===== src/rtl/coin_sprite_ctrl.sv =====
// Coin sprite sequencer: shadowed hit test, ROM addressing and 2-cycle palette index pipeline.
// Optional macro COIN_CTRL_PING_PONG_EN makes the spin animation bounce instead of wrapping.
module coin_sprite_ctrl #(
    parameter int          N_COINS    = 4,
    parameter int          FRAMES     = 8,
    parameter int          SPR_W      = 16,
    parameter int          SPR_H      = 16,
    parameter int          ROM_W      = 128,
    parameter int          FRAME_DIV  = 6,
    parameter logic [7:0]  TRANSP_IDX = 8'd0,
    localparam int         ID_W       = (N_COINS > 1) ? $clog2(N_COINS) : 1
) (
    input  logic                    vga_clk,
    input  logic                    reset_n,
    input  logic                    vs,
    input  logic                    blank,
    input  logic [9:0]              DrawX,
    input  logic [9:0]              DrawY,
    input  logic                    anim_en,
    input  logic [10*N_COINS-1:0]   coin_x,
    input  logic [10*N_COINS-1:0]   coin_y,
    input  logic [N_COINS-1:0]      coin_en,
    output logic [10:0]             rom_address,
    input  logic [7:0]              rom_q,
    output logic                    pix_valid,
    output logic [7:0]              pix_index,
    output logic [ID_W-1:0]         hit_id,
    output logic [2:0]              anim_frame
);

    typedef enum logic [1:0] {ACTIVE, LATCH, VSYNC} state_t;

    state_t                 state, state_nxt;
    logic                   vs_d;
    logic [5:0]             div_cnt;
    logic [10*N_COINS-1:0]  sh_x, sh_y;
    logic [N_COINS-1:0]     sh_en;
`ifdef COIN_CTRL_PING_PONG_EN
    logic                   dir_up;
`endif

    logic                   vld_p0;
    logic [ID_W-1:0]        id_p0;
    logic [10:0]            addr_p0;
    logic                   vld_p1, blank_p1;
    logic [ID_W-1:0]        id_p1;
    logic [10:0]            cx, cy, px, py;

    always_comb begin
        state_nxt = state;
        case (state)
            ACTIVE:  if (vs_d && !vs) state_nxt = LATCH;
            LATCH:   state_nxt = VSYNC;
            VSYNC:   if (vs) state_nxt = ACTIVE;
            default: state_nxt = ACTIVE;
        endcase
    end

    always_ff @(posedge vga_clk or negedge reset_n) begin
        if (!reset_n) begin
            state <= ACTIVE;
            vs_d  <= 1'b1;
        end else begin
            state <= state_nxt;
            vs_d  <= vs;
        end
    end

    // Shadow copy and animation step happen only in the single LATCH cycle
    always_ff @(posedge vga_clk or negedge reset_n) begin
        if (!reset_n) begin
            sh_x       <= '0;
            sh_y       <= '0;
            sh_en      <= '0;
            div_cnt    <= '0;
            anim_frame <= '0;
`ifdef COIN_CTRL_PING_PONG_EN
            dir_up     <= 1'b1;
`endif
        end else if (state == LATCH) begin
            sh_x  <= coin_x;
            sh_y  <= coin_y;
            sh_en <= coin_en;
            if (anim_en) begin
                if (div_cnt == 6'(FRAME_DIV - 1)) begin
                    div_cnt <= '0;
`ifdef COIN_CTRL_PING_PONG_EN
                    if (dir_up) begin
                        if (anim_frame == 3'(FRAMES - 1)) begin
                            dir_up     <= 1'b0;
                            anim_frame <= anim_frame - 3'd1;
                        end else begin
                            anim_frame <= anim_frame + 3'd1;
                        end
                    end else begin
                        if (anim_frame == 3'd0) begin
                            dir_up     <= 1'b1;
                            anim_frame <= 3'd1;
                        end else begin
                            anim_frame <= anim_frame - 3'd1;
                        end
                    end
`else
                    anim_frame <= (anim_frame == 3'(FRAMES - 1)) ? 3'd0 : anim_frame + 3'd1;
`endif
                end else begin
                    div_cnt <= div_cnt + 6'd1;
                end
            end
        end
    end

    // Stage p0: priority hit test (lowest index wins) and address formation
    always_comb begin
        vld_p0  = 1'b0;
        id_p0   = '0;
        addr_p0 = '0;
        cx      = '0;
        cy      = '0;
        px      = {1'b0, DrawX};
        py      = {1'b0, DrawY};
        for (int i = N_COINS - 1; i >= 0; i--) begin
            cx = {1'b0, sh_x[10*i +: 10]};
            cy = {1'b0, sh_y[10*i +: 10]};
            if (sh_en[i] && px >= cx && px < cx + 11'(SPR_W) &&
                py >= cy && py < cy + 11'(SPR_H)) begin
                vld_p0  = 1'b1;
                id_p0   = ID_W'(i);
                addr_p0 = 11'(anim_frame) * 11'(SPR_W) + (px - cx) + (py - cy) * 11'(ROM_W);
            end
        end
    end

    // Stage p1: registered ROM address; ROM samples it on the following negedge
    always_ff @(posedge vga_clk or negedge reset_n) begin
        if (!reset_n) begin
            rom_address <= '0;
            vld_p1      <= 1'b0;
            blank_p1    <= 1'b0;
            id_p1       <= '0;
        end else begin
            rom_address <= addr_p0;
            vld_p1      <= vld_p0;
            blank_p1    <= blank;
            id_p1       <= id_p0;
        end
    end

    // Stage p2: gate returned palette index
    always_ff @(posedge vga_clk or negedge reset_n) begin
        if (!reset_n) begin
            pix_index <= '0;
            pix_valid <= 1'b0;
            hit_id    <= '0;
        end else begin
            pix_index <= rom_q;
            pix_valid <= vld_p1 & blank_p1 & (rom_q != TRANSP_IDX);
            hit_id    <= id_p1;
        end
    end

endmodule


===== config.mk =====
export PLATFORM = sky130hd
export DESIGN_NAME = coin_sprite_ctrl
export DESIGN_NICKNAME = d
export VERILOG_FILES = /design/src/rtl/coin_sprite_ctrl.sv
export SDC_FILE = /design/constraint.sdc
export NUM_CORES = 1
export LEC_CHECK = 0
export CAP_MARGIN = 40
export CORE_MARGIN = 3
export CORE_UTILIZATION = 50
export DETAILED_ROUTE_END_ITERATION = 8
export PLACE_DENSITY = 0.72
export SLEW_MARGIN = 15
export SYNTH_ARGS = -nofsm -noshare
export SYNTH_HDL_FRONTEND = slang
export SYNTH_SLANG_ARGS = --single-unit

===== constraint.sdc =====
create_clock -name vga_clk -period 9.5 [get_ports vga_clk]
set_input_delay 2.375 -clock vga_clk [delete_from_list [all_inputs] [get_ports vga_clk]]
set_output_delay 2.375 -clock vga_clk [all_outputs]
set_load 0.01 [all_outputs]

# [After elaboration in Yosys (flattened, before gate mapping)]
# Index checks and enable logic that the tools add are counted.
[word_totals] ff_bits=122 latchBits=0 ramBits=0 romBits=0 in_bits=117 out_inout_bits=25 wordCells=104 mem_count=0
[op_classes] n_addsub=26 mul=0 n_div=0 magnitude_cmp=16 eq_ne=6 n_shift=0 n_mux=17 bitwise_logic=2 n_reduce_logical=23
[ops] op="$add A10 B5 Y11 const B" n=8
[ops] op="$lt A10 B11 Y1" n=8
[ops] op="$ge A10 B10 Y1" n=8
[ops] op="$add A11 B11 Y11" n=4
[ops] op="$add A7 B11 Y11" n=4
[ops] op="$mux W11" n=4
[ops] op="$sub A10 B10 Y11" n=4
[ops] op="$logic_and A1 B1 Y1" n=17
[ops] op="$sub A4 B4 Y4" n=4
[ops] op="$mux W2" n=6
[ops] op="$reduce_bool A8 Y1" n=1
[ops] op="$add A6 B1 Y6 const B" n=1
[ops] op="$eq A6 B3 Y1 const B" n=1
[ops] op="$mux W6" n=1
[ops] op="$pmux W2 S3" n=1
[ops] op="$mux W1" n=4
[ops] op="$ne A2 B2 Y1 const B" n=2
[ops] op="$reduce_and A2 Y1" n=2
[ops] op="$add A3 B1 Y3 const B" n=1
[ops] op="$eq A3 B3 Y1 const B" n=1
[ops] op="$mux W3" n=1
[ops] op="$reduce_and A3 Y1" n=1
[ops] op="$and A1 B1 Y1" n=2
[ops] op="$eq A2 B1 Y1 const B" n=1
[ops] op="other kinds (3)" n=3

# [Logic depth before layout (Yosys ltp)]
# Gate-level depths: netlist of the first run.
[depth] depth_word=9 ltp_mapped=14 ltp_nobuf=14

# [Worst setup path before layout of the first run]
# No wires, ideal clock.
[synth_timing] path_kind="input to register" from="input DrawY[0]" to="register rom_address[10]" setup_time_ns=0.139 arrival_time_ns=4.932 required_ns=9.361 slack_ns=4.430 path_stages=12 n_path_buf=0 cell_sequence="inv_1 > ha_1 > fa_1 > inv_1 > ha_1 > or3_1 > a311o_1 > a41o_1 > a21oi_1 > xnor2_1 > a2111oi_2 > a221oi_2"
[synth_between] elab_chain_cells=7 elab_cells_between_ends=28 classes_between="8 x add/sub; 8 x order compare; 4 x mux; 8 x reduce/logical"
[synth_rtl] element="start: declaration" line_no="18" rtl="input logic [9:0] DrawY,"
[synth_rtl] element="parallel branches: the longest is 6 deep, another holds $add A11 B11 Y11"
[synth_rtl] element="$mux W11 *" line_no="125" rtl="if (sh_en[i] && px >= cx && px < cx + 11'(SPR_W) &&"
[synth_rtl] element="named net addr_p0[10]" line_no="44" rtl="logic [10:0] addr_p0;"
[synth_rtl] element="end signal: assignment" line_no="142" rtl="rom_address <= addr_p0;"
[synth_rtl] element="end: declaration" line_no="23" rtl="output logic [10:0] rom_address,"
# Mark *: on every way through the listed nets, which the timed path passes.
# A chain may end at the register's enable or synchronous reset.

# [Final worst setup path of the first run]
[layout_timing] from="input DrawX[5]" to="register rom_address[10]"
[layout_between] elab_chain_cells=9 elab_cells_between_ends=40 classes_between="12 x add/sub; 8 x order compare; 4 x mux; 16 x reduce/logical"
[layout_rtl] element="start: declaration" line_no="17" rtl="input logic [9:0] DrawX,"
[layout_rtl] element="parallel branches: the longest is 8 deep, another holds $sub A10 B10 Y11"
[layout_rtl] element="$mux W11 *" line_no="125"
[layout_rtl] element="named net addr_p0[10]" line_no="44"
# Marked as above.

==> flow_metrics.py, run 1 <==
metrics = {
    "floorplanning": {
        "die_h_microns": 153,
        "pin_count": 142,
        "fp.dieW_microns": 153,
        "die-area_sq_um": 23400,
        "std_cell_rows": 53,
        "core-area_sq_um": 21100,
        "start_util": 0.511,
    },
    "clock_network": {
        "cts_tree": "built",
        "cts.clk_slew.worst_paths_ns": 0.06,
        "h-tree-depth": 4,
        "postCtsResizedCells": 0,
        "cts.sinks": 122,
        "cts-root-buf": "clkbuf_16",
        "cts_hold_buf": 0,
        "cts-buffers-inserted": 17,
        "clk-insertion-delay-late_ns": 0.42,
        "post-cts-setup-buffers": 0,
        "clockBufferDepth": 2,
    },
    "placed_design": {
        "gp_congestion": 0.895,
        "dp_hpwl_microns": 21900,
        "io_buffers": 141,
    },
    "timing": {
        "rsz0062_at_grt": "false",
        "slew_headroom": 0.452,
        "finalSetupViolations": 0,
        "skew_ns": 0.0100,
        "layout_min_cycle_time_ns": 5.82,
        "max_freq_mhz": 172,
        "tightest_slew_ns": 0.822,
        "hold_violations": 0,
        "setup_tns_ns": 0,
        "period_share": 0.613,
        "slew_violations": 0,
    },
    "global_route": {
        "grt_pass1_vias": 8754,
        "grt_pass1_wl_microns": 45200,
        "grt_antenna_before_repair": 0,
        "grt_use_met2": 0.395,
        "top_usage_layer": "met2",
        "use_met1": 0.321,
        "overflow": 0,
        "grtUsageTotal": 0.239,
        "grt_start_max_net_pins": 99,
        "grt_use_met3": 0.0408,
    },
    "power": {
        "finalPower_mw": 3.85,
        "leakagePower_nw": 6.01,
        "p_per_area_nw_per_um2": 292,
        "vdd_ir_drop_max_mv": 0.131,
    },
    "setup_path": {
        "critical_path_peak_fanout": 9,
        "path_class": "primary input to flop",
        "worstPathRequired_ns": 9.79,
        "endpoint_kind": "flop",
        "cp-start-kind": "primary input",
        "arrival_ns": 6.11,
    },
    "synthesis": {
        "yosys_warnings": 0,
        "syn_avg_cell_area_sq_um": 9.38,
        "syn_nets": 1486,
        "ys.flop_type": "dfrtp_1",
        "async_flop_share": 1.00,
        "ys_seq_area_frac": 0.283,
        "yosysUniqueCellTypes": 71,
        "synthCells": 1149,
        "syn_area_sq_um": 10800,
        "ys_ff_latch": 122,
        "synth_enable_flop_cells": 0,
    },
    "detailed_routing": {
        "drcViolationCount": 0,
        "num_vias": 8704,
        "vias_per_cell": 5.51,
        "first_iter_violations": 387,
        "dr.pass1.iters": 5,
        "ant_nets": 0,
        "wl_per_cell_microns": 17.4,
        "finalWirelength_microns": 27500,
    },
    "status": {
        "status": "finished, final reports clean",
    },
    "hold_path": {
        "hold_path_class": "flop to flop",
    },
    "cells_and_area": {
        "n_antenna_cell": 0,
        "area_delta_synth_final_pct": 22.1,
        "drive_gt1_frac": 0.0628,
        "nets": 1629,
        "postLayoutCoreUtil": 0.624,
    },
    "job": {
        "cap_violations": 0,
    },
}
final cells by class:
type | instances | area (sq um)
clock buffers | 18 | 439
inverters | 153 | 574
clock inverters | 14 | 194
flip-flops and latches | 122 | 3050
fillers | 1800 | 7930
multi-input cells | 849 | 7060
repair buffers | 149 | 1490
well taps | 275 | 344
report_power, final:
part	switching, mW	leakage (nW)	internal (mW)
sequential	0.143	1.51	0.680
combinational	1.26	4.19	1.05
clock	0.259	0.307	0.447
total	1.66	6.01	2.18
layout by cell type (no fill, tap or decap), types with 19 or more instances in the layout:
cell             Yosys  final
ha_1               176    176
inv_1              153    153
clkdlybuf4s50_1      0    140
dfrtp_1            121    121
o21ai_0            111    111
nand2_1             96     96
xnor2_1             56     56
fa_1                44     44
a21oi_1             36     36
nand3_1             35     35
nor2_1              35     35
nor3_1              21     21
xor2_1              19     19
cell usage after synthesis, types with 19 or more instances:
| cell | count | share of area |
|---|---|---|
| nor3_1 | 21 | 0.0098 |
| xor2_1 | 19 | 0.015 |
| nand2_1 | 96 | 0.033 |
| dfrtp_1 | 121 | 0.28 |
| nand3_1 | 35 | 0.016 |
| a21oi_1 | 36 | 0.017 |
| ha_1 | 176 | 0.20 |
| xnor2_1 | 56 | 0.046 |
| o21ai_0 | 111 | 0.052 |
| clkbuf_1 | 20 | 0.0070 |
| inv_1 | 153 | 0.053 |
| nor2_1 | 35 | 0.012 |
| fa_1 | 44 | 0.082 |
worst max-delay path: stages:
cell,delay (ns)
clkdlybuf4s50_1,0.87
inv_1,0.31
fa_1,0.59
inv_1,0.04
ha_1,0.22
or3_1,0.39
a311o_1,0.31
a41o_1,0.24
a21oi_1,0.17
xnor2_1,0.10
a2111oi_2,0.43
a221oi_2,0.06
final timing paths:
kind	startpoint	end	slack (ns)	depth (start not counted)
worst max-delay path	DrawX[5]	rom_address[10]	3.68	12
worst min-delay path	id_p1[0]	hit_id[0]	0.35	0
worst max register to register	sh_x[34]	rom_address[5]	5.76	12
worst min register to register	id_p1[0]	hit_id[0]	0.35	0
max in group asynchronous	reset_n	vld_p1	6.38	3
min in group asynchronous	reset_n	state[0]	2.00	1
per-stage QoR:
step,setup WS (ns),hold slack (ns),instances,area (sq um)
final,3.68,0.354,1580,13200
after global routing,3.51,0.371,1580,13200
after CTS,3.74,0.355,1580,13200
after detailed placement,3.30,0.336,1548,12500
after global placement,3.31,0.333,1546,12500
after floorplan,4.43,0.331,1149,10800
cells by family after synthesis:
| logic type | Yosys count | share of synthesized area |
|---|---|---|
| AOI/OAI and AO/OA | 273 | 0.169 |
| xor gates and xnor gates | 75 | 0.0609 |
| adders and majority gates | 220 | 0.286 |
| buffers and inverters | 178 | 0.0636 |
| DFF | 122 | 0.283 |
| muxes | 13 | 0.0135 |
| and+or+nand+nor | 268 | 0.124 |
per-layer routing:
metal  wire [microns]  up-vias
met1            12600     4130
met4              848        0
li1                 -     4280
met5                0        -
met3             1210       56
met2            12900      238
flip-flops by register name, summed over array words and instances (netlist names):
name,count
id_p1,2
pix_index,8
sh_en,4
pix_valid,1
sh_x,40
state,2
rom_address,11
blank_p1,1
div_cnt,6
vs_d,1
hit_id,2
sh_y,40
vld_p1,1
anim_frame,3
(Power assumes the default switching activity.)
==> run 2: changes to the inputs <==
--- a/config.mk
+++ b/config.mk
@@ -9,7 +9,7 @@
 export CORE_MARGIN = 3
 export CORE_UTILIZATION = 50
 export DETAILED_ROUTE_END_ITERATION = 8
-export PLACE_DENSITY = 0.72
+export PLACE_DENSITY = 0.75
 export SLEW_MARGIN = 15
 export SYNTH_ARGS = -nofsm -noshare
 export SYNTH_HDL_FRONTEND = slang
==> constraint.sdc (replaced) <==
create_clock -name vga_clk -period 5.3 [get_ports vga_clk]
set_input_delay 1.325 -clock vga_clk [delete_from_list [all_inputs] [get_ports vga_clk]]
set_output_delay 1.325 -clock vga_clk [all_outputs]
set_load 0.01 [all_outputs]
==> run 2 against run 1 <==
Net effect: worst setup slack got worse by 2.8 ns; sequential share of layout area barely moved; clock power is 74% higher; total power up 78%; design area is 0.20% higher; combinational power up 79%; critical path depth is 1 lower; clock skew down 0.0025 ns; critical path type unchanged; critical endpoint is now rom_address[5].
==> flow_metrics.py, run 2 (synthesis results as in run 1) <==
metrics = {
    "status": {
        "status": "finished, final reports clean",
    },
    "timing": {
        "period_share": 0.830,
        "slew_violations": 0,
        "skew_ns": 0.00753,
        "slew_headroom": 0.527,
        "max_freq_mhz": 227,
        "setup_tns_ns": 0,
        "timing.hold.ws_ns": 0.351,
        "finalSetupViolations": 0,
        "layout_min_cycle_time_ns": 4.40,
        "fin_ws_ns": 0.900,
        "hold_violations": 0,
        "rsz0062_at_grt": "false",
        "tightest_slew_ns": 0.710,
    },
    "clock_network": {
        "cts.sinks": 122,
        "cts_hold_buf": 0,
        "clk-insertion-delay-late_ns": 0.42,
        "cts_tree": "built",
        "post-cts-setup-buffers": 0,
        "h-tree-depth": 4,
        "cts.clk_slew.worst_paths_ns": 0.05,
        "cts-buffers-inserted": 17,
        "postCtsResizedCells": 0,
        "clockBufferDepth": 2,
        "cts-root-buf": "clkbuf_16",
    },
    "power": {
        "p_per_area_nw_per_um2": 520,
        "leakagePower_nw": 6.02,
        "vdd_ir_drop_max_mv": 0.246,
    },
    "cells_and_area": {
        "drive_gt1_frac": 0.0649,
        "reg_top3": "sh_x: 40 flops, sh_y: 40 flops, rom_address: 11 flops",
        "multi_input_area_sq_um": 7060,
        "nFillCells": 1801,
        "nets": 1633,
        "area_delta_synth_final_pct": 22.3,
        "finalInstanceArea_sq_um": 13200,
        "layout_commonest_cell": "ha_1",
        "regArea_sq_um": 3050,
        "n_antenna_cell": 0,
        "layout_common_cells": "ha_1 (176), inv_1 (153), clkdlybuf4s50_1 (140)",
    },
    "detailed_routing": {
        "finalWirelength_microns": 27900,
        "num_vias": 8763,
        "first_iter_violations": 402,
        "ant_nets": 0,
        "vias_per_cell": 5.53,
        "drcViolationCount": 0,
        "dr.pass1.iters": 5,
        "wl_per_cell_microns": 17.6,
    },
    "floorplanning": {
        "die-area_sq_um": 23400,
        "pin_count": 142,
        "core-area_sq_um": 21100,
        "die_h_microns": 153,
        "start_util": 0.511,
        "fp.dieW_microns": 153,
        "std_cell_rows": 53,
    },
    "global_route": {
        "grt_antenna_before_repair": 0,
        "grt_start_max_net_pins": 159,
        "grt_pass1_vias": 9121,
        "overflow": 0,
        "grt_pass1_wl_microns": 45900,
        "grtUsageTotal": 0.243,
    },
    "setup_path": {
        "cp-start-kind": "primary input",
        "endpoint_kind": "flop",
        "cp_cell_sequence": "clkdlybuf4s50_1, inv_1, fa_1, a21boi_0, o21ai_0, a31oi_1, nor4_1, nand3_2, and2_1, a2111oi_2, a211oi_2",
        "worstPathRequired_ns": 5.59,
        "r2r_start": "sh_x[34]",
        "reg2reg_depth": 12,
        "cpPeakStageDelay_ns": 0.66,
        "crit_path_start": "DrawX[1]",
        "slowest_stage": "clkdlybuf4s50_1",
        "path_class": "primary input to flop",
        "r2r-end": "rom_address[4]",
        "arrival_ns": 4.69,
        "critical_path_peak_fanout": 17,
        "worstSetupEndpoint": "rom_address[5]",
        "r2r_setup_slack_ns": 1.54,
    },
    "placed_design": {
        "dp_hpwl_microns": 22200,
        "placed_cell_area_sq_um": 12600,
        "pre_cts_ws_ns": 0.493,
        "io_buffers": 141,
        "gp_congestion": 0.942,
    },
    "hold_path": {
        "min_from": "id_p1[0]",
        "hold_path_class": "flop to flop",
    },
    "job": {
        "cap_violations": 0,
    },
}
[run 2: power breakdown]
part           switching (mW)  total (mW)  internal [mW]
clock                   0.439        1.23          0.789
combinational            2.26        4.15           1.89
sequential              0.260        1.48           1.22
[run 2: worst max-delay path: cells and delay by family]
| kind | cells | cell delay [ns] |
|---|---|---|
| adder cells (fa/ha/maj) | 1 | 0.44 |
| AO/OA/AOI/OAI | 5 | 0.96 |
| AND/OR/NAND/NOR | 3 | 1.10 |
| buffers and inverters | 2 | 0.86 |
[run 2: how the worst min path moves through the flow]
| stage | endpoint | slack (ns) | cells past startpoint |
|---|---|---|---|
| 3_5_place_dp | hit_id[0] | 0.34 | 0 |
| 3_3_place_gp | hit_id[1] | 0.33 | 0 |
| 6_report | hit_id[0] | 0.35 | 0 |
| 2_1_floorplan | hit_id[0] | 0.33 | 0 |
| 5_1_grt | hit_id[0] | 0.35 | 0 |
| 4_1_cts | hit_id[0] | 0.35 | 0 |
[run 2: per-layer routing]
metal	wire length, microns	vias up	track usage
li1	-	4291	-
met1	12400	4150	0.319
met2	13000	255	0.399
met3	1280	67	0.0402
met4	1170	0	0.108
met5	0	-	0
[run 2: stage by stage]
stage                     total power, mW  utilization  cells
final                                6.86        0.625   1584
after global routing                 7.51        0.625   1584
after CTS                            6.88        0.625   1584
after detailed placement             5.59        0.595   1552
after global placement               5.48        0.595   1552
after floorplan                      4.47            -   1149
[run 2: layout make-up]
cell class                 instances  share of cell area
clock buffer                      22              0.0367
clock inverter                    10              0.0106
inverter                         153              0.0436
multi-input combinational        849               0.536
sequential                       122               0.232
tap                              275              0.0261
timing repair buffer             153               0.116
==> run 3: changes to the inputs <==
--- a/config.mk
+++ b/config.mk
@@ -9,7 +9,7 @@
 export CORE_MARGIN = 3
 export CORE_UTILIZATION = 50
 export DETAILED_ROUTE_END_ITERATION = 8
-export PLACE_DENSITY = 0.75
+export PLACE_DENSITY = 0.72
 export SLEW_MARGIN = 15
 export SYNTH_ARGS = -nofsm -noshare
 export SYNTH_HDL_FRONTEND = slang
==> constraint.sdc (replaced) <==
create_clock -name vga_clk -period 4.06 [get_ports vga_clk]
set_input_delay 1.015 -clock vga_clk [delete_from_list [all_inputs] [get_ports vga_clk]]
set_output_delay 1.015 -clock vga_clk [all_outputs]
set_load 0.01 [all_outputs]
==> run 3 against run 2 <==
Net effect: critical path depth up 2; via count up 3.6%; die area unchanged; utilization up 3.3 points; critical endpoint is now rom_address[10]; largest cell class unchanged.
==> flow_metrics.py, run 3 (synthesis results as in run 1) <==
metrics = {
    "detailed_routing": {
        "num_vias": 9079,
        "ant_nets": 0,
        "dr.pass1.iters": 4,
        "finalWirelength_microns": 28800,
        "drcViolationCount": 0,
        "vias_per_cell": 5.41,
        "first_iter_violations": 493,
        "wl_per_cell_microns": 17.2,
    },
    "global_route": {
        "grtUsageTotal": 0.248,
        "grt_antenna_before_repair": 0,
        "overflow": 0,
        "grt_pass1_wl_microns": 46800,
        "grt_start_max_net_pins": 96,
        "grt_pass1_vias": 9488,
    },
    "setup_path": {
        "r2r_setup_slack_ns": 0.65,
        "path_buf_inv": 3,
        "worstPathRequired_ns": 4.39,
        "cpPeakStageDelay_ns": 0.51,
        "slowest_stage": "clkdlybuf4s50_1",
        "endpoint_kind": "flop",
        "arrival_ns": 4.27,
        "crit_path_start": "DrawY[0]",
        "critical_path_peak_fanout": 4,
        "path_class": "primary input to flop",
        "r2r_start": "sh_x[34]",
        "cp_cell_sequence": "clkdlybuf4s50_1, inv_2, ha_1, inv_1, fa_1, fa_1, ha_1, or2_2, a211oi_1, a211oi_1, a21oi_1, a2111oi_4, a221oi_2",
        "reg2reg_depth": 12,
        "crit_cells": 13,
        "crit_family": "adder cells",
        "cp-start-kind": "primary input",
    },
    "cells_and_area": {
        "nets": 1728,
        "layout_common_cells": "ha_1 (176), inv_1 (152), clkdlybuf4s50_1 (140)",
        "finalInstanceArea_sq_um": 13900,
        "layout_commonest_cell": "ha_1",
        "reg_top3": "sh_x: 40 flops, sh_y: 40 flops, rom_address: 11 flops",
        "area_delta_synth_final_pct": 28.7,
        "nFillCells": 1766,
        "drive_gt1_frac": 0.128,
        "n_antenna_cell": 0,
    },
    "status": {
        "status": "finished, final reports clean",
    },
    "placed_design": {
        "io_buffers": 141,
        "gp_congestion": 0.900,
        "placed_cell_area_sq_um": 13300,
        "dp_hpwl_microns": 23300,
    },
    "power": {
        "p_per_area_nw_per_um2": 684,
        "vdd_ir_drop_max_mv": 0.344,
        "finalPower_mw": 9.49,
        "leakagePower_nw": 6.47,
    },
    "timing": {
        "rsz0062_at_grt": "false",
        "slew_violations": 0,
        "layout_min_cycle_time_ns": 3.94,
        "slew_headroom": 0.645,
        "skew_ns": 0.00622,
        "tightest_slew_ns": 0.533,
        "finalSetupViolations": 0,
        "setup_tns_ns": 0,
        "period_share": 0.970,
        "max_freq_mhz": 254,
        "hold_violations": 0,
    },
    "job": {
        "cap_violations": 0,
    },
    "clock_network": {
        "clockBufferDepth": 2,
        "cts_tree": "built",
        "post-cts-setup-buffers": 0,
        "cts.sinks": 122,
        "h-tree-depth": 4,
        "cts-root-buf": "clkbuf_16",
        "clk-insertion-delay-late_ns": 0.43,
        "cts-buffers-inserted": 17,
        "cts.clk_slew.worst_paths_ns": 0.06,
    },
    "hold_path": {
        "hold_path_class": "flop to flop",
        "hold_depth": 0,
        "min_from": "id_p1[0]",
    },
    "floorplanning": {
        "core-area_sq_um": 21100,
        "fp.dieW_microns": 153,
        "start_util": 0.511,
        "die_h_microns": 153,
        "std_cell_rows": 53,
        "pin_count": 142,
        "die-area_sq_um": 23400,
    },
}
run 3: repair_timing:
action                     in CTS  in global routing
gates resized for setup         0                  6
setup endpoints to repair       0                  7
hold buffers                    0                  0
run 3: worst reg2reg max path, cell delays in order, from the launching register on:
cell and delay [ns]:
dfrtp_1 0.48, ha_1 0.26, nand3_1 0.12, xnor2_1 0.15, ha_1 0.30, and3_4 0.18, a221o_1 0.38, a221o_1 0.31
a211o_1 0.30, nor3_4 0.16, and2_2 0.34, a2111oi_2 0.13, a211oi_2 0.21
run 3: final timing paths:
check                                  end
setup / recovery           rom_address[10]
hold / removal                   hit_id[0]
setup reg to reg            rom_address[4]
hold reg to reg                  hit_id[0]
max in group asynchronous          sh_y[3]
min in group asynchronous         state[0]
run 3: final cells by class:
cell class	instances	area, sq um	area share
Multi-Input combinational cell	849	7080	0.510
Sequential cell	122	3050	0.220
Timing Repair Buffer	248	2260	0.163
Inverter	153	574	0.0414
Clock buffer	23	468	0.0337
Tap cell	275	344	0.0248
Clock inverter	8	95.1	0.00685
run 3: power breakdown:
part           internal, mW  switching (mW)  leakage (nW)
sequential             1.59           0.330          1.51
combinational          2.98            3.10          4.69
clock                 0.927           0.568         0.273
total                  5.50            3.99          6.47
run 3: stage by stage:
step / cells / setup WS (ns) / hold WS [ns] / util
5_1_grt: 1678 / 0.0117 / 0.374 / 0.658
3_3_place_gp: 1646 / -0.312 / 0.340 / 0.629
2_1_floorplan: 1149 / 0.350 / 0.331 / -
3_5_place_dp: 1647 / -0.407 / 0.345 / 0.630
6_report: 1678 / 0.124 / 0.356 / 0.658
4_1_cts: 1678 / 0.0430 / 0.357 / 0.657
run 3: metal layers:
layer / track usage / up-vias / wire length [microns]
met1: 0.305 / 4320 / 12500
met5: 0 / - / 0
met3: 0.0470 / 60 / 1290
li1: - / 4478 / -
met4: 0.104 / 0 / 1060
met2: 0.427 / 221 / 14000
